## config.mk

```make
export PLATFORM = sky130hd
export DESIGN_NAME = d_ff_pipe_sel
export DESIGN_NICKNAME = d
export VERILOG_FILES = /design/src/rtl/d_ff_pipe_sel.sv
export SDC_FILE = /design/constraint.sdc
export NUM_CORES = 1
export LEC_CHECK = 0
export ABC_AREA = 1
export CORE_MARGIN = 2
export CORE_UTILIZATION = 58
export DETAILED_ROUTE_END_ITERATION = 16
export PLACE_DENSITY = 0.9
export SYNTH_ARGS = -nofsm -noshare
export SYNTH_HDL_FRONTEND = slang
export SYNTH_SLANG_ARGS = --single-unit
```

## constraint.sdc

```tcl
create_clock -name CLK -period 2.9 [get_ports CLK]
set_clock_uncertainty 0.2 [all_clocks]
set_input_delay 0.87 -clock CLK [delete_from_list [all_inputs] [get_ports CLK]]
set_output_delay 0.87 -clock CLK [all_outputs]
set_load 0.005 [all_outputs]
```

## src/rtl/d_ff_pipe_sel.sv

```systemverilog
// d_ff_pipe_sel: mode-selectable retiming register.
//   Short mode (SEL=1): Q follows D through a single flop.
//   Long mode  (SEL=0): Q follows D through a DEPTH-stage delay line plus the
//   output flop. Switching short->long holds Q for DEPTH edges so that the
//   long stream resumes with the sample right after the last short output.
//   Leaving long mode (or aborting the switch) discards in-flight samples and
//   pulses DROP.
//
// Ports:
//   CLK    in   sole clock, rising edge
//   RST_N  in   synchronous active-low reset, applied regardless of EN
//   EN     in   advance enable; all state holds when low
//   SEL    in   requested mode (1 = short, 0 = long)
//   D      in   WIDTH-bit input sample
//   Q      out  WIDTH-bit registered output
//   Q_VLD  out  Q holds a real sample
//   MODE   out  effective mode (1 = short)
//   BUSY   out  short->long switch in progress
//   DROP   out  one-cycle pulse when in-flight samples are discarded
//
// state    | meaning
// ---------+------------------------------------------------------------
// ST_SHORT | Q <= D each EN edge
// ST_SW_L  | Q frozen while the delay line fills; hold_cnt counts EN edges
// ST_LONG  | Q <= tail of the delay line each EN edge

module d_ff_pipe_sel #(
   parameter int               WIDTH   = 8,
   parameter int               DEPTH   = 4,
   parameter logic [WIDTH-1:0] RST_VAL = '0
) (
   input  logic             CLK,
   input  logic             RST_N,
   input  logic             EN,
   input  logic             SEL,
   input  logic [WIDTH-1:0] D,
   output logic [WIDTH-1:0] Q,
   output logic             Q_VLD,
   output logic             MODE,
   output logic             BUSY,
   output logic             DROP
);

   localparam int            CW       = $clog2(DEPTH + 1);
   localparam logic [CW-1:0] CNT_TERM = CW'(DEPTH);

   typedef enum logic [1:0] {
      ST_SHORT = 2'd0,
      ST_SW_L  = 2'd1,
      ST_LONG  = 2'd2
   } state_t;

   state_t           state_q,    state_d;
   logic [CW-1:0]    hold_cnt_q, hold_cnt_d;
   logic [WIDTH-1:0] q_q,        q_d;
   logic             q_vld_q,    q_vld_d;
   logic             drop_q,     drop_d;
   logic [WIDTH-1:0] stage_q [DEPTH];
   logic [WIDTH-1:0] stage_d [DEPTH];
   logic [WIDTH-1:0] tail;

   always_comb begin
      state_d    = state_q;
      hold_cnt_d = hold_cnt_q;
      q_d        = q_q;
      q_vld_d    = q_vld_q;
      drop_d     = 1'b0;
      stage_d    = stage_q;
      // Sample captured DEPTH EN-edges ago (value before this edge's shift).
      tail       = stage_q[DEPTH-1];

      if (EN) begin
         stage_d[0] = D;
         for (int i = 1; i < DEPTH; i++) begin
            stage_d[i] = stage_q[i-1];
         end

         case (state_q)
            ST_SHORT: begin
               if (SEL) begin
                  q_d     = D;
                  q_vld_d = 1'b1;
               end else begin
                  state_d    = ST_SW_L;
                  hold_cnt_d = CW'(1);
               end
            end
            ST_SW_L: begin
               if (SEL) begin
                  q_d        = D;
                  q_vld_d    = 1'b1;
                  drop_d     = 1'b1;
                  state_d    = ST_SHORT;
                  hold_cnt_d = '0;
               end else if (hold_cnt_q == CNT_TERM) begin
                  // DEPTH hold edges done: this edge already emits the tail,
                  // which is the sample captured on the first hold edge.
                  q_d        = tail;
                  q_vld_d    = 1'b1;
                  state_d    = ST_LONG;
                  hold_cnt_d = '0;
               end else begin
                  hold_cnt_d = hold_cnt_q + CW'(1);
               end
            end
            ST_LONG: begin
               if (SEL) begin
                  q_d     = D;
                  q_vld_d = 1'b1;
                  drop_d  = 1'b1;
                  state_d = ST_SHORT;
               end else begin
                  q_d     = tail;
                  q_vld_d = 1'b1;
               end
            end
            default: begin
               state_d    = ST_SHORT;
               hold_cnt_d = '0;
            end
         endcase
      end
   end

   always_ff @(posedge CLK) begin
      if (!RST_N) begin
         state_q    <= ST_SHORT;
         hold_cnt_q <= '0;
         q_q        <= RST_VAL;
         q_vld_q    <= 1'b0;
         drop_q     <= 1'b0;
         for (int i = 0; i < DEPTH; i++) begin
            stage_q[i] <= RST_VAL;
         end
      end else begin
         state_q    <= state_d;
         hold_cnt_q <= hold_cnt_d;
         q_q        <= q_d;
         q_vld_q    <= q_vld_d;
         drop_q     <= drop_d;
         for (int i = 0; i < DEPTH; i++) begin
            stage_q[i] <= stage_d[i];
         end
      end
   end

   assign Q     = q_q;
   assign Q_VLD = q_vld_q;
   assign DROP  = drop_q;
   assign BUSY  = (state_q == ST_SW_L);
   assign MODE  = (state_q == ST_SHORT);

endmodule

```

== After elaboration in Yosys (flattened, before gate mapping) ==
Cells that the tools add are included.

* Flip-flop bits (word level): 47
* Output and inout bits: 12
* Logic and storage cells: 44
* Input bits: 12

* Reduce and logical (&&, ||, !) cells: 7
* Mux-type cells: 19
* Bitwise operators: 1
* $add $sub $neg: 1
* Equality and inequality tests: 7

{| class="wikitable"
|+ Operators with widths
! kind !! count
|-
| $mux 8 || 4
|-
| $pmux 8 s3 || 1
|-
| $mux 3 || 3
|-
| $pmux 3 s3 || 1
|-
| $mux 2 || 4
|-
| $reduce_and 4->1 || 2
|-
| $ne 2x2->1 const B || 3
|-
| $pmux 2 s3 || 1
|-
| $reduce_and 3->1 || 2
|-
| $mux 1 || 4
|-
| $add 3x1->3 const B || 1
|-
| $eq 3x3->1 const B || 1
|-
| $ne 3x2->1 const B || 1
|-
| $pmux 1 s3 || 1
|-
| $reduce_bool 3->1 || 1
|-
| $eq 2x1->1 const B || 1
|-
| $eq 2x2->1 const B || 1
|-
| $logic_not 2->1 || 1
|-
| $reduce_or 2->1 || 1
|-
| $not 1->1 || 1
|}

== Depth between registers and ports, before layout ==
* Depth after elaboration: 4
* Mapped depth: 10
* Gate-level depth less buffers: 9

== Worst setup path before layout ==
OpenSTA, ideal clock, no wires.

* Path kind: input port to flip-flop
* Start point: input port EN
* End point: register q_q[3] (netlist: Q[3])
* Library setup time: 0.112 ns
* Required time: 2.588 ns
* Setup slack: 1.069 ns
* Data arrival time: 1.519 ns
* Buffers on the path: 2
* Stages: 7
* Cell sequence: buf_4 > inv_2 > nor2_4 > nand3_4 > buf_6 > nor2_2 > nor2_2

* Longest elaborated chain between the ends: 1

{| class="wikitable"
|+ Ends and longest elaborated chain
! what !! RTL line !! source
|-
| start: declaration || 34 || <nowiki>input logic EN,</nowiki>
|-
| $reduce_and 4->1 (no line) || - ||
|-
| end signal: assignment || 138 || <nowiki>q_q <= q_d;</nowiki>
|-
| end: declaration || 55 || <nowiki>logic [WIDTH-1:0] q_q, q_d;</nowiki>
|}

No other way between the ends.
A chain may end at the register's enable or synchronous reset.

== Final worst setup path ==
* Start point: register state_q[0]
* End point: output port MODE

* Longest elaborated chain between the ends: 1

{| class="wikitable"
|+ Ends and longest elaborated chain
! what !! RTL line !! source
|-
| start: declaration || 53 || <nowiki>state_t state_q, state_d;</nowiki>
|-
| start signal: assignment || 136 || <nowiki>state_q <= state_d;</nowiki>
|-
| $logic_not 2->1 || 151 || <nowiki>assign MODE = (state_q == ST_SHORT);</nowiki>
|-
| end: declaration || 39 || <nowiki>output logic MODE,</nowiki>
|}

No other way between the ends.

==> results.ini <==
[route]
initialDrtViolationCount=140
routed_via_density=4.95
drt_first_pass_iters=4
drt_wl_total_um=3740
drc=0
wl_per_cell_um=11.0
vias=1677
final_antenna_net_count=0

[yosys]
synth_seq_cells=47
synth_most_common_cell=nor2_1
synth_edf_count=0
yosysWarnings=0
synth_flop_cell=dfxtp_1
synth_nets=288
ys_top_cells_by_count=nor2_1 (69), dfxtp_1 (47), nand2_1 (38)
ys_seq_area_share_pct=47.0
synthTopCellsByArea=dfxtp_1 (47%), nor2_1 (13%), o21ai_0 (8.7%), nand2_1 (7.1%), inv_1 (5.1%)
netlist_instances=270
async_flop_share_pct=0
avgSynthCellArea_um2=7.42
synth_cell_types=21
yosys.area.top_type=dfxtp_1
synth_top_area_share_pct=47.0
netlist_area_um2=2000

[grt]
grt_start_max_net_pins=27
grtUsageTotal_pct=21.0
grt_pass1_vias=1465
grt_pass1_wl_um=6540
grt-ovfl-total=0
antenna_found_initial=0

[clock_tree]
cts_hold_buffers=0
cts_sinks=47
postCtsSetupBuffers=0
htreeDepth=2
ctsResizeCount=0
cts_made_buffers=5
cts-root-buf=clkbuf_4
clkSlewWorstSetupHoldPaths_ns=0.12
tritoncts=done
clock_latency_ns=0.37
cts_buffer_depth=2

[timing]
finalCriticalPeriod_ns=2.72
slew_headroom_pct=77.9
slew_violations=0
worst_pin_slew_ns=0.331
fin_crit_sh_pct=93.7
rsz0062_at_grt=false
finalHoldViolCount=0
whs_ns=0.259
final.setup.tns_ns=0
fmax_ghz=0.368
final-setup-viol-count=0

[floorplan]
coreArea_um2=3340
start_util_pct=60.0
rows=21
die_area_um2=3940
die_width_um=62.8
io_pins=24
fp.dieH_um=62.8

[place]
port_buffers=23
gp_congestion=0.756
hpwl_um=2490

[hold_path]
hold_path_class=register to register
hold_path_startpoint=tail[1]
hold_path_depth=2
hold_end=tail[1]

[setup_path]
rrSetupSlack_ns=1.16
crit_fanout=6
cp-end-kind=output port
r2r-end=hold_cnt_q[2]
arrival_ns=1.65
slowest_stage=clkdlybuf4s50_1
reg2reg_from=state_q[0]
max_stage_delay_ns=0.55
crit_chain=inv_1 > ha_1 > clkdlybuf4s50_1
start_kind=register
path_class=register to output port
ff2ff_path_depth=8
crit_required_ns=1.83
crit_buf_inv=2
path_delay_family=buffers and inverters

[job]
maxCapViolations=0

[outcome]
outcome=finished clean

[final_layout]
drive_above_1_share_pct=8.19
final_core_util_pct=70.3
syn_to_final_growth_pct=17.1
diodes=0
nFillCells=272
nets=310

[power_and_ir_drop]
power_mw=1.38
p_per_area_nw_per_um2=587
p_leak_nw=1.03
vdd_drop_max_v=0.000379

## cell families (layout without fill, tap and decap cells)
family	count (synthesis)	count (layout)	share of synthesized area [%]
compound gates	53	53	13.4
flops	47	47	47.0
buf+inv	42	65	9.68
fa+ha+maj	6	6	3.75
simple gates	122	122	26.2
## placed cells by master, fill, tap and decap left out
cell type / netlist / final
nand2_4: 3 / 3
o21ai_0: 35 / 35
a21oi_1: 11 / 11
nand3_1: 6 / 6
inv_1: 27 / 27
nand3_4: 1 / 1
bufinv_16: 0 / 2
nand2_2: 1 / 1
ha_1: 6 / 6
buf_4: 2 / 5
nand2_1: 38 / 38
a21oi_2: 1 / 1
inv_2: 2 / 2
nor2_4: 2 / 2
nor2_1: 69 / 69
dfxtp_1: 47 / 47
clkbuf_1: 5 / 1
nor2_2: 2 / 2
clkbuf_4: 0 / 5
o21ai_1: 6 / 6
clkdlybuf4s50_1: 0 / 23
## sequential cells by signal, indices dropped and copies added, names as in the netlist
name	cells
tail	8
hold_cnt_q	3
state_q	2
Q	8
stage_q	24
Q_VLD	1
DROP	1
## layer usage
layer,global-route usage [%],vias to the layer above,wire length (um)
li1,-,886,-
met1,26.7,754,1740
met2,34.5,29,1820
met3,3.78,8,99
met4,10.0,0,77
met5,0,-,0
## worst max-delay path by stage
stage                    start       to  slack, ns  depth (start not counted)
floorplan                   EN     Q[3]       1.07                          7
global placement            EN     Q[0]       0.46                          6
detailed placement          EN  tail[6]       0.41                          5
CTS                 state_q[0]     MODE       0.19                          3
global route        state_q[0]     MODE       0.12                          3
finish              state_q[0]     MODE       0.18                          3
## area by class of cell
cell class | count | area [um^2] | area share [%]
clock buffer | 6 | 41.3 | 1.76
clock inverter | 2 | 60.1 | 2.56
inverter | 29 | 109 | 4.64
multi-input combinational | 181 | 868 | 37.0
sequential | 47 | 941 | 40.1
tap | 46 | 57.6 | 2.45
timing repair buffer | 28 | 268 | 11.4
## stage by stage
stage	instances	cell area (um^2)	setup slack [ns]
finish	339	2340	0.181
global route	339	2340	0.120
CTS	339	2340	0.193
detailed placement	331	2240	0.413
global placement	331	2240	0.464
floorplan	270	2000	1.07
## worst register-to-register path, cell delays in order (launching register included)
cell     delay (ns)
dfxtp_1        0.40
inv_1          0.08
ha_1           0.29
nand2_1        0.09
nand2_1        0.07
nor2_1         0.28
o21ai_0        0.14
nand2_1        0.08
nor2_1         0.03
## power by group
group	switching, mW	total, mW	internal, mW	leakage (nW)
combinational	0.111	0.199	0.0887	0.594
clock	0.199	0.468	0.269	0.0525
sequential	0.0197	0.709	0.689	0.388
total	0.330	1.38	1.05	1.03
No activity file was read; power rests on OpenSTA's default activity.
